## config.mk

```make
export PLATFORM = sky130hd
export DESIGN_NAME = lattice_sequencer
export DESIGN_NICKNAME = d
export VERILOG_FILES = /design/src/rtl/lattice_sequencer.sv
export SDC_FILE = /design/constraint.sdc
export NUM_CORES = 1
export LEC_CHECK = 0
export ABC_AREA = 1
export CORE_ASPECT_RATIO = 0.6
export CORE_MARGIN = 2
export CORE_UTILIZATION = 23
export CTS_CLUSTER_DIAMETER = 120
export DETAILED_ROUTE_END_ITERATION = 8
export SETUP_SLACK_MARGIN = 0.5
export SYNTH_ARGS = -nofsm -noshare
export SYNTH_HDL_FRONTEND = slang
export SYNTH_SLANG_ARGS = --single-unit
```

## constraint.sdc

```tcl
create_clock -name clk_2 -period 2.2 [get_ports clk_2]
set_input_delay 0.55 -clock clk_2 [delete_from_list [all_inputs] [get_ports clk_2]]
set_output_delay 0.55 -clock clk_2 [all_outputs]
set_load 0.005 [all_outputs]
```

## src/rtl/lattice_sequencer.sv

```systemverilog
// Lattice pattern scheduler: auto-advance with blank gaps, manual step/pause, 7-seg status word.
// One-tick latency: every output is registered; there is no backpressure, inputs are sampled each tick.
module lattice_sequencer #(
    parameter int NUM_PATTERNS = 5,
    parameter int DWELL        = 4,
    parameter int GAP          = 1
) (
    input  logic        clk_2,
    input  logic        rst,
    input  logic        enable,
    input  logic        pause,
    input  logic        step_next,
    input  logic        step_prev,
    input  logic        dir,
    output logic [3:0]  code,
    output logic        blank,
    output logic [23:0] seg_code,
    output logic        frame_start
);

    typedef enum logic [1:0] {
        IDLE = 2'd0,
        SHOW = 2'd1,
        GAP_ST = 2'd2,
        HOLD = 2'd3
    } state_t;

    localparam logic [3:0] LAST_IDX   = 4'(NUM_PATTERNS - 1);
    localparam logic [7:0] DWELL_LOAD = 8'(DWELL - 1);
    localparam logic [7:0] GAP_LOAD   = 8'(GAP - 1);
    localparam bit         HAS_GAP    = (GAP > 0);

    state_t      state_q, state_d;
    logic [3:0]  code_d;
    logic [7:0]  dwell_q, dwell_d;
    logic [7:0]  gap_q, gap_d;
    logic        fs_d;
    logic        blank_d;
    logic [23:0] seg_d;

    logic        step_one;
    logic [3:0]  idx_inc, idx_dec, step_code, auto_code;
    logic [3:0]  dwell_sat;

    always_comb begin
        idx_inc   = (code == LAST_IDX) ? 4'd0 : code + 4'd1;
        idx_dec   = (code == 4'd0) ? LAST_IDX : code - 4'd1;
        // Simultaneous next/prev cancel out and fall through to the normal rules.
        step_one  = step_next ^ step_prev;
        step_code = step_next ? idx_inc : idx_dec;
        auto_code = dir ? idx_dec : idx_inc;
    end

    always_comb begin
        state_d = state_q;
        code_d  = code;
        dwell_d = dwell_q;
        gap_d   = gap_q;
        fs_d    = 1'b0;

        unique case (state_q)
            IDLE: begin
                if (enable) begin
                    state_d = SHOW;
                    code_d  = dir ? LAST_IDX : 4'd0;
                    dwell_d = DWELL_LOAD;
                    fs_d    = 1'b1;
                end
            end
            SHOW: begin
                if (!enable) begin
                    state_d = IDLE;
                end else if (step_one) begin
                    code_d  = step_code;
                    dwell_d = DWELL_LOAD;
                    fs_d    = 1'b1;
                end else if (pause) begin
                    state_d = HOLD;
                end else if (dwell_q == 8'd0 && !HAS_GAP) begin
                    code_d  = auto_code;
                    dwell_d = DWELL_LOAD;
                    fs_d    = 1'b1;
                end else if (dwell_q == 8'd0) begin
                    state_d = GAP_ST;
                    gap_d   = GAP_LOAD;
                end else begin
                    dwell_d = dwell_q - 8'd1;
                end
            end
            GAP_ST: begin
                if (!enable) begin
                    state_d = IDLE;
                end else if (step_one) begin
                    state_d = SHOW;
                    code_d  = step_code;
                    dwell_d = DWELL_LOAD;
                    fs_d    = 1'b1;
                end else if (pause) begin
                    state_d = GAP_ST;
                end else if (gap_q == 8'd0) begin
                    state_d = SHOW;
                    code_d  = auto_code;
                    dwell_d = DWELL_LOAD;
                    fs_d    = 1'b1;
                end else begin
                    gap_d = gap_q - 8'd1;
                end
            end
            HOLD: begin
                if (!enable) begin
                    state_d = IDLE;
                end else if (step_one) begin
                    code_d  = step_code;
                    dwell_d = DWELL_LOAD;
                    fs_d    = 1'b1;
                end else if (!pause) begin
                    state_d = SHOW;
                end
            end
            default: state_d = IDLE;
        endcase

        blank_d   = (state_d == IDLE) || (state_d == GAP_ST);
        dwell_sat = (dwell_d > 8'd15) ? 4'hF : dwell_d[3:0];
        seg_d     = {12'hFFF, 2'b00, state_d, dwell_sat, code_d};
    end

    always_ff @(posedge clk_2 or posedge rst) begin
        if (rst) begin
            state_q     <= IDLE;
            code        <= 4'd0;
            blank       <= 1'b1;
            frame_start <= 1'b0;
            dwell_q     <= 8'd0;
            gap_q       <= 8'd0;
            seg_code    <= 24'hFFF000;
        end else begin
            state_q     <= state_d;
            code        <= code_d;
            blank       <= blank_d;
            frame_start <= fs_d;
            dwell_q     <= dwell_d;
            gap_q       <= gap_d;
            seg_code    <= seg_d;
        end
    end

endmodule

```

==> impl_metrics.yaml <==
run_status:
  status: "finished clean"
floorplanning:
  rows: 27
  start_util_pct: 23.46
  ios: 37
  die_h_um: 78.58
  dieArea_mm2: 0.01008
  core_mm2: 0.009087
  die-width_um: 128.3
timing:
  fin_crit_sh_pct: 78.89
  fmax_ghz: 0.5762
  hold_viol_final: 0
  maxSlewViolCount: 0
  post-route-min-period_ns: 1.736
  fin_skew_ns: 0.003997
  rsz0062_at_grt: "true"
  timing.setup.tns_ns: 0
  finalSetupViolCount: 0
global_route:
  grt.overflow.total: 0
  grt_usage_pct: 12.57
  grt_pass1_wl_mm: 10.11
  first_global_vias: 1995
  grt_max_degree: 29
  antenna_found_initial: 0
setup_path:
  worstSetupPathType: "reg2reg"
  cp.required_ns: 2.35
  arrival_ns: 1.89
  cpLargestDelayFamily: "simple AND/OR/NAND/NOR gates"
  cp_common_cell: "nand2_1"
  cp_max_fo: 4
  critPathBufInv: 2
  slowest_stage: "dfrtp_1"
  start_kind: "flop"
  cp-end-kind: "flop"
  path_cells: "buf_4 -> nor2_1 -> nand2_1 -> o21ai_0 -> nand2_1 -> nand2_1 -> nand3_1 -> nor2_1 -> buf_4 -> nand3_2"
  slowest_delay_ns: 0.40
logic_synthesis:
  yosysSeqAreaShare_pct: 32.92
  syn_area_mm2: 0.002132
  avgSynthCellArea_um2: 7.036
  yosys.cell_types.count: 31
  syn-instance-count: 303
  synth_warnings: 0
  ys_ff_latch: 28
placed_design:
  io_buffer_count: 22
  globalplace.congestion: 0.9228
  dpl_cell_area_mm2: 0.002600
  hpwl_mm: 4.177
pwr:
  p_clk_share_pct: 22.2
  switching_share_pct: 36.70
  leakage_uw: 0.001590
  seqPwrFrac_pct: 32.0
  combPwrFrac_pct: 45.8
  power_density_mw_per_mm2: 675.8
  total_power_uw: 2112
  p_sw_uw: 775.2
  internal-power_uw: 1337
  ir_drop_mv: 0.2565
route:
  route.detailed.drc: 0
  num_vias: 2192
  viasPerCell: 4.437
  wl_mm: 6.219
  drtAntennaViolNets: 0
  drt_iter0_drc: 135
  wl_per_cell_um: 12.59
  firstDrtPassIters: 4
cts:
  cts_buffers: 3
  cts_max_level: 1
  cts_hold_buffers: 0
  cts.sinks: 28
  worstSkewPairLatency_ns: 0.27
  cts-root-buf: "clkbuf_16"
  clk_pin_slew_ns: 0.07
  cts_buffer_depth: 2
  cts_tree: "yes"
finish:
  drive_gt1_share_pct: 34.39
  n_antenna_cell: 0
  area_growth_pct: 46.60
  nNetsFinal: 391
  design_area_mm2: 0.003126
worst_hold_path:
  hold_class: "reg2reg"
run:
  cap_violations: 0
[layout make-up]
class	instances	area, um^2
sequential	28	710.7
fill	959	5962
tap	116	145.1
timing repair buffer	82	690.7
inverter	38	145.1
multi-input combinational	226	1345
clock buffer	4	88.84
[path summary, 6_finish.rpt]
kind | start | endpoint | slack, ns | cells after the start
setup / recovery | dwell_q[1]$_DFF_PP0_ | seg_code[4]$_DFF_PP0_ | 0.46 | 10
hold / removal | gap_q[7]$_DFFE_PP0P_ | gap_q[7]$_DFFE_PP0P_ | 0.55 | 2
setup reg to reg | dwell_q[1]$_DFF_PP0_ | seg_code[4]$_DFF_PP0_ | 0.46 | 10
hold reg to reg | gap_q[7]$_DFFE_PP0P_ | gap_q[7]$_DFFE_PP0P_ | 0.55 | 2
max in group asynchronous | rst | blank$_DFF_PP1_ | 1.22 | 3
min in group asynchronous | rst | seg_code[4]$_DFF_PP0_ | 0.66 | 3
[metrics by stage]
stage / setup slack [ns] / instances / utilization [%] / hold WS, ns
after CTS: 0.4876 / 485 / 32.49 / 0.5418
after detailed placement: -0.1207 / 460 / 28.61 / 0.5165
after global routing: 0.3598 / 494 / 34.39 / 0.5825
after global placement: -0.08394 / 460 / 28.61 / 0.5044
after floorplan: 0.5454 / 315 / - / 0.4834
final: 0.4644 / 494 / 34.39 / 0.5487
[repair_timing]
action	CTS	global route
endpoints found under the setup margin	36	21
buffers inserted	21	9
gates resized for setup	48	34
pin swaps	11	14
[synthesized netlist by cell type (all sizes together)]
master	instances	area, um^2
a21oi	14	70.07
a31oi	1	6.260
a41oi	1	8.760
buf	22	176.4
clkbuf	1	3.750
conb	2	7.510
dfrtp	27	675.7
dfstp	1	26.28
ha	5	62.56
inv	38	142.6
nand2	88	350.3
nand3	29	150.1
nand3b	1	7.510
nand4	6	37.54
nor2	29	143.9
nor3	1	5.000
o211ai	1	7.510
o21ai	17	88.84
o22ai	2	12.51
o31ai	8	70.06
xnor2	2	17.52
xor2	7	61.31
[worst register-to-register path, cell delays in order, from the launching register on]
cell	delay, ns
dfrtp_1	0.40
buf_4	0.15
nor2_1	0.12
nand2_1	0.15
o21ai_0	0.18
nand2_1	0.07
nand2_1	0.06
nand3_1	0.08
nor2_1	0.15
buf_4	0.17
nand3_2	0.08
[layout by cell type (no fill, tap or decap), drive strengths merged, types with 7 or more instances in the layout]
master       synthesis  routed
a21oi               14      14
buf                 22      60
conb                 2      14
dfrtp               27      27
dlygate4sd2          0      10
inv                 38      38
nand2               88      88
nand3               29      29
nor2                29      29
o21ai               17      17
o31ai                8       8
xor2                 7       7
[logic make-up (layout without fill, tap and decap cells)]
family / count (synthesis) / count (layout) / share of synthesized area (%)
flops: 28 / 28 / 32.92
other cells: 2 / 14 / 0.3522
buf+inv: 61 / 124 / 15.14
xor+xnor: 9 / 9 / 3.697
fa+ha+maj: 5 / 5 / 2.934
compound gates: 44 / 44 / 12.38
simple gates: 154 / 154 / 32.57
[registers in the layout, indices dropped and copies added, names as in the netlist, named ones only]
name	count
state_q	1
blank	1
code	2
seg_code	6
dwell_q	8
gap_q	8
frame_start	1
[per-layer routing]
metal	track usage [%]	vias up	share of wire, %
li1	-	1100	-
met1	20.42	1017	53
met2	17.07	70	40
met3	2.045	5	6.3
met4	1.978	0	0.55
met5	0	-	0
[power by group through the flow]
stage               sequential, uW  combinational, uW  clock, uW
finish                         676                968        468
global route                   687               1070        501
CTS                            672                844        485
detailed placement             702                659          0
global placement               701                650          0
floorplan                      672                501          0
No activity file was read; power rests on OpenSTA's default activity.
